## src/rtl/pipo_arb_pkg.sv

```systemverilog
// Shared types and helpers for the round-robin PIPO write arbiter.
package pipo_arb_pkg;

  typedef enum logic [1:0] {IDLE, GRANT, WRITE, ACK} arb_state_t;

  function automatic int unsigned next_ptr(input int unsigned owner, input int unsigned m);
    return (owner + 1) % m;
  endfunction

endpackage

```

## src/rtl/d_ffN.sv

```systemverilog
// N-bit parallel-in/parallel-out storage register with load enable.
module d_ffN #(
  parameter int unsigned N = 8
) (
  input  logic         CLK,
  input  logic         n_Reset,
  input  logic [N-1:0] D,
  input  logic         EN,
  output logic [N-1:0] Q
);

  always_ff @(posedge CLK) begin
    if (!n_Reset) begin
      Q <= '0;
    end else if (EN) begin
      Q <= D;
    end
  end

endmodule

```

## src/rtl/pipo_write_arbiter.sv

```systemverilog
// Round-robin arbiter sharing one d_ffN storage register between M writers.
module pipo_write_arbiter
  import pipo_arb_pkg::*;
#(
  parameter  int unsigned N = 8,
  parameter  int unsigned M = 4,
  localparam int unsigned W = $clog2(M)
) (
  input  logic           CLK,
  input  logic           Reset,
  input  logic [M-1:0]   req,
  input  logic [M*N-1:0] wdata,
  output logic [M-1:0]   gnt,
  output logic [M-1:0]   ack,
  output logic [W-1:0]   owner,
  output logic           busy,
  output logic [N-1:0]   Q
);

  arb_state_t     state_q, state_d;
  logic [W-1:0]   ptr_q, ptr_d;
  logic [W-1:0]   owner_q, owner_d;
  logic [W-1:0]   pick;
  logic [W-1:0]   idx;
  logic           found;
  logic [M-1:0]   owner_oh;
  logic [N-1:0]   reg_d;
  logic           reg_en;

  // Rotating-priority scan starting at ptr_q.
  always_comb begin
    found = 1'b0;
    pick  = ptr_q;
    idx   = '0;
    for (int i = 0; i < int'(M); i++) begin
      idx = W'((32'(ptr_q) + 32'(i)) % M);
      if (!found && req[idx]) begin
        found = 1'b1;
        pick  = idx;
      end
    end
  end

  always_ff @(posedge CLK) begin
    if (Reset) begin
      state_q <= IDLE;
      ptr_q   <= '0;
      owner_q <= '0;
    end else begin
      state_q <= state_d;
      ptr_q   <= ptr_d;
      owner_q <= owner_d;
    end
  end

  always_comb begin
    state_d = state_q;
    ptr_d   = ptr_q;
    owner_d = owner_q;
    unique case (state_q)
      IDLE: begin
        if (found) begin
          owner_d = pick;
          state_d = GRANT;
        end
      end
      GRANT: begin
        if (req[owner_q]) begin
          state_d = WRITE;
        end else begin
          state_d = IDLE;
          ptr_d   = W'(next_ptr(32'(owner_q), M));
        end
      end
      WRITE: state_d = ACK;
      ACK: begin
        state_d = IDLE;
        ptr_d   = W'(next_ptr(32'(owner_q), M));
      end
      default: state_d = IDLE;
    endcase
  end

  // Reset clears Q through the data path since the register's own reset is tied off.
  always_comb begin
    owner_oh          = '0;
    owner_oh[owner_q] = 1'b1;
    gnt               = '0;
    ack               = '0;
    reg_en            = Reset;
    reg_d             = '0;
    unique case (state_q)
      GRANT: gnt = owner_oh;
      WRITE: begin
        gnt    = owner_oh;
        reg_en = 1'b1;
        if (!Reset) begin
          reg_d = wdata[32'(owner_q)*N +: N];
        end
      end
      ACK:     ack = owner_oh;
      default: ;
    endcase
  end

  assign owner = owner_q;
  assign busy  = (state_q != IDLE);

  d_ffN #(
    .N(N)
  ) u_store (
    .CLK    (CLK),
    .n_Reset(1'b1),
    .D      (reg_d),
    .EN     (reg_en),
    .Q      (Q)
  );

endmodule
```

## config.mk

```make
export PLATFORM = sky130hd
export DESIGN_NAME = pipo_write_arbiter
export DESIGN_NICKNAME = d
export VERILOG_FILES = /design/src/rtl/pipo_arb_pkg.sv /design/src/rtl/d_ffN.sv /design/src/rtl/pipo_write_arbiter.sv
export SDC_FILE = /design/constraint.sdc
export NUM_CORES = 1
export LEC_CHECK = 0
export ABC_AREA = 1
export CAP_MARGIN = 10
export CORE_MARGIN = 4
export CORE_UTILIZATION = 39
export DETAILED_ROUTE_END_ITERATION = 12
export MAX_ROUTING_LAYER = met4
export PLACE_DENSITY_LB_ADDON = 0.2
export SETUP_SLACK_MARGIN = 0.15
export SLEW_MARGIN = 20
export SYNTH_ARGS = -nofsm -noshare
export SYNTH_HDL_FRONTEND = slang
export SYNTH_HIERARCHICAL = 1
export SYNTH_SLANG_ARGS = --single-unit
```

## constraint.sdc

```tcl
create_clock -name CLK -period 1.5 [get_ports CLK]
set_clock_uncertainty 0.05 [all_clocks]
set_input_delay 0.3 -clock CLK [delete_from_list [all_inputs] [get_ports CLK]]
set_output_delay 0.3 -clock CLK [all_outputs]
set_load 0.02 [all_outputs]
```

After elaboration in Yosys (flattened, before gate mapping)
Index checks and enable logic that the tools add are counted.
W data, S select, Z words.
Storage, ports and cells
  flip-flop bits (word level): 14
  input port bits: 38
  output and inout port bits: 19
Operators by class
  order comparisons: 6
  bitwise operators: 1
  add/subtract/negate cells: 4
  mux-type cells: 27
  equality and inequality tests: 5
  shifts and indexed selects: 1
  reduce and logical (&&, ||, !) cells: 14
Operators by type and width (count)
  $shiftx A32 B6 Y8: 1
  $lt A2 B3 Y1 const B: 5
  $mux W2: 6
  $mux W1: 11
  $bmux W1 S2: 5
  $mux W4: 2
  $pmux W2 S4: 1
  $add A2 B1 Y2 const B: 2
  $add A2 B2 Y2 const B: 2
  $eq A2 B2 Y1 const B: 2
  $logic_and A1 B1 Y1: 4
  $ne A2 B2 Y1 const B: 2
  $pmux W2 S2: 1
  $reduce_and A2 Y1: 2
  $reduce_bool A2 Y1: 2
  $reduce_or A2 Y1: 2
  $logic_not A1 Y1: 3
  $demux W1 S2: 1
  $eq A2 B1 Y1 const B: 1
  $ge A2 B1 Y1 const B: 1
  $logic_not A2 Y1: 1
  $not A1 Y1: 1

Depth between registers and ports, before layout
  depth in word-level cells: 14
  gate-level depth with buffers: 13
  gate-level depth less buffers: 12

Cells and area by module
The synthesis kept the hierarchy.
By module, submodules not included
  pipo_write_arbiter: area an instance 1037.2 um2, cells each 196, times used 1
  d_ffN: area an instance 356.6 um2, cells each 51, times used 1

Worst setup path after synthesis
Ideal clock, no wire load.
  path kind: register to output
  start: register owner_q[0], in the netlist owner[0]
  end: output port ack[0]
  path slack: -211 ps
  buffers on the path: 2
  required time: 1150 ps
  cell stages (with the launch flop): 7
  data arrival time: 1361 ps
  cell sequence: dfxtp_1 inv_1 clkbuf_1 clkbuf_1 ha_1 nand2_1 inv_1
On the way
  longest elaborated chain between the ends: 5
RTL lines
  start, declared: RTL line pipo_write_arbiter.sv:22  | logic [W-1:0] owner_q, owner_d;
  start signal, assigned: RTL line pipo_write_arbiter.sv:52  | owner_q <= owner_d;
  $lt A2 B3 Y1 (implied by the code) / $ge A2 B1 Y1 (equally long branches): RTL line pipo_write_arbiter.sv:87  | owner_oh[owner_q] = 1'b1;
  $logic_and A1 B1 Y1 (implied by the code): RTL line pipo_write_arbiter.sv:87
  $mux W1 (implied by the code): RTL line pipo_write_arbiter.sv:87
  $demux W1 S2 (*): RTL line pipo_write_arbiter.sv:87
  $mux W4 (*): RTL line pipo_write_arbiter.sv:92  | unique case (state_q)
  end, declared: RTL line pipo_write_arbiter.sv:14  | output logic [M-1:0] ack,
Mark *: on every way between the ends. The rest lies on a longest branch, timed or not.

Final worst setup path
  start: register ptr_q[0]
  end: register owner_q[0], in the netlist owner[0]
On the way
  longest elaborated chain between the ends: 13
RTL lines
  start, declared: RTL line pipo_write_arbiter.sv:21  | logic [W-1:0] ptr_q, ptr_d;
  start signal, assigned: RTL line pipo_write_arbiter.sv:51  | ptr_q <= ptr_d;
  parallel branches: the longest is 13 deep, another holds $add A2 B1 Y2
Several ways; the timed one is not identified. The select of a mux whose other input is x is not followed.
A chain may end at the register's enable or synchronous reset.

==> results by stage <==
GRT:
- Entering global routing, the biggest net connects 12 pins.
- The via count of the first global-routing pass is 1735.
- The global-route usage over all layers is 23.13%.
- The number of antenna violations at the first check in global routing is 0.
- The wire length of the first global-routing pass is roughly 7700 um.
- The aggregate global routing overflow is 0.

STA:
- The final number of setup-violating endpoints is 16.
- The worst path setup slack after routing is -169.8 ps.
- Timing would allow up to around 600 MHz.
- Setup repair after global routing could not meet its margin everywhere.
- The fraction of the cycle the final worst path needs is 111.3%.
- The final-report hold violation count is 0.
- The number of max-slew violations in the final report is 0.
- Final hold analysis gives a worst-case slack of 424.5 ps.
- Counting I/O delays and the setup requirement, the final critical path takes approximately 1700 ps.

Pwr:
- The largest voltage drop on the vdd net is 0.0008144 V.
- For this design the static power due to leakage is 1.412 nW.
- The total power density per cell area is 1927 nW/um2.

Clock tree:
- The buffer cell driving the clock tree root is clkbuf_4.
- In this run, CTS created clock tree buffers numbering 3.
- In this run the number of H-tree levels came out at 1.
- The buffer depth of the longest clock path is 2.
- The clock-pin slew reported for the worst setup and hold paths after clock tree synthesis is 100 ps.
- The CTS tree is yes.
- The later pin in the worst-skew pair is clocked with a latency of between 200 and 300 ps.
- Clock tree synthesis found a total of 14 sinks.

Floorplanning:
- The core region is approximately 3400 um2.
- The vertical die dimension is 67.78 um.
- The floorplan row count is 21.
- The initial core utilization is 41.12%.
- The floorplan step set the die width to between 60 and 70 um.
- The floorplan step defined a die boundary enclosing 4594 um2.
- The I/O pin total is 57.

Worst hold path:
- The worst min-delay path class is reg -> reg.

Worst setup path:
- The kind of critical path is reg -> reg.
- The largest single stage delay on the critical path is ~430 ps.
- The data required time of the worst path is 1650 ps.
- The worst setup path is captured at a register.
- Along the worst path, the maximum fanout reaches 5.
- STA puts the critical path data arrival time at 1820 ps.
- Among all stages on the critical path, the largest delay is contributed by dfxtp_4.
- The worst setup path is launched from a register.
- The signal on the critical path passes through buf_12, nand2_4, nand2_4, nand2_1, o21ai_4, nor2_4, nor2_4, nand2_1, nor2_2, nor2_1.

Detailed routing:
- In the routed layout, each cell is associated on average with a via count of 5.320.
- The routed wire length per instance is roughly 16 um.
- After detailed routing, the number of remaining DRC violations is 0.
- In this run the remaining antenna-violating nets after routing total 0.
- The final route contains 2112 vias.
- Before antenna repair, the detailed router went through 5 iterations.
- After the first detailed-routing iteration, the DRC count stood at 148.
- The final wirelength is 6462 um.

Placement:
- The post-place setup slack is -361.6 ps.
- Detailed placement ended at an HPWL of 3151 um.
- The count of input and output buffers is 56.
- Routability-driven placement finished with a final weighted congestion of ~0.96.

Synth:
- The most common cell in the synthesized netlist is nand2_1.
- The average instance in the mapped netlist occupies ~5.6 um2.
- The predominant post-synthesis flop cell is dfxtp_1.
- The post-synth net total is roughly 290.
- In this run, distinct cell masters in the synthesized netlist total 23.
- The number of enable flip-flop cells after synthesis is 0.
- Summing every instance area after synthesis gives 1394 um2.
- Summed over its instances, the top area cell type makes up 20.11% of the synthesized netlist area.
- After synthesis, the most frequently instantiated cells are nand2_1 (64), nor2_1 (53), inv_1 (26).
- Ranked by total cell area, the synthesized netlist is headed by dfxtp_1 (20%), nand2_1 (17%), nor2_1 (14%), ha_1 (8.1%), o21ai_0 (7.9%).
- Summed over all instances, the cell type with the most area after synthesis is dfxtp_1.
- Sequential elements use approximately 20% of the synthesized area.
- The warning count from the yosys run is 6.
- The cell count after synthesis is 247.
- The flip-flop and latch count after synthesis is 14.
- The fraction of registers with async set/reset is 0%.

Outcome:
- The flow ran to the end, but the final reports show violations.
- The checks that failed: negative setup slack.

Final layout:
- After the last flow step, the layout net total stands at 399.
- The count of inserted antenna diode cells is 0.
- The area added between synthesis and finish is 114.4%.
- The layout cell share with drive strength beyond 1 is a little under half.

Run:
- The max-cap violation count is 0.
-- per-layer routing --
layer  global-route usage (%)  up-vias  share of wire [%]
met5                        -        -                  0
li1                         -      976                  -
met2                    40.70      134                 51
met1                    28.16      978                 39
met4                    3.722        0                3.1
met3                    3.661       24                7.6
-- power breakdown --
| part | internal [mW] | switching [mW] | leakage, nW |
|---|---|---|---|
| sequential | 0.522 | 0.166 | 0.119 |
| combinational | 2.30 | 2.47 | 1.27 |
| clock | 0.148 | 0.146 | 0.0210 |
| total | 2.97 | 2.79 | 1.41 |
-- path summary, 6_finish.rpt --
kind | start | to | slack (ps) | depth (start not counted)
worst max-delay path | ptr_q[0] | owner[0] | -170 | 10
worst min-delay path | u_store/Q[3] | u_store/Q[3] | 420 | 2
worst max register to register | ptr_q[0] | owner[0] | -170 | 10
worst min register to register | u_store/Q[3] | u_store/Q[3] | 420 | 2
-- sequential cells by signal (all words and copies together), names as in the netlist, named ones only --
name,count
state_q,1
owner,2
u_store/Q,8
ptr_q,2
-- through the flow --
stage / cells / area, um2 / util [%] / total power [mW] / setup TNS, ps
floorplan: 247 / 1479 / - / 2.423 / 0
global placement: 365 / 2191 / 64.64 / 3.341 / -4504
detailed placement: 365 / 2191 / 64.64 / 3.381 / -4665
CTS: 389 / 2680 / 79.07 / 4.730 / -392.7
global route: 397 / 2988 / 88.15 / 6.068 / -1993
finish: 397 / 2988 / 88.15 / 5.758 / -1054
-- logic make-up after synthesis --
| group | share of synthesized area [%] |
|---|---|
| simple gates | 42.19 |
| compound gates | 14.99 |
| buf+inv | 14.36 |
| flops | 20.11 |
| fa+ha+maj | 8.079 |
| other cells | 0.2690 |
-- final cells by class --
class / count / area [um2]
Timing Repair Buffer: 110 / 1184
Fill cell: 181 / 401.6
Inverter: 30 / 127.6
Multi-Input combinational cell: 193 / 1282
Tap cell: 46 / 57.56
Clock buffer: 4 / 36.28
Sequential cell: 14 / 300.3
-- worst max-delay path, delay by kind of cell, from the launching register on --
| kind | cells | cell delay, ps |
|---|---|---|
| AO/OA/AOI/OAI | 1 | 130 |
| buffers and inverters | 1 | 140 |
| flip-flops | 1 | 430 |
| AND/OR/NAND/NOR | 8 | 820 |
-- timing repair --
item                                    in CTS  in global routing
buffers inserted                            16                  6
resized for setup                          154                 75
cloned                                       4                  2
hold buffers                                 0                  0
endpoints found under the setup margin      33                 33
hold endpoints to repair                     0                  0
pin swaps                                   44                 47
-- layout by cell type, fill, tap and decap left out, drive strengths merged, types with 13 or more instances in the layout --
master         count
nand3             13
nor2              56
o21ai             25
buf               63
a21oi             16
inv               30
dfxtp             14
nand2             70
clkdlybuf4s50     33
Note: power is estimated with default switching activity, not from simulation.
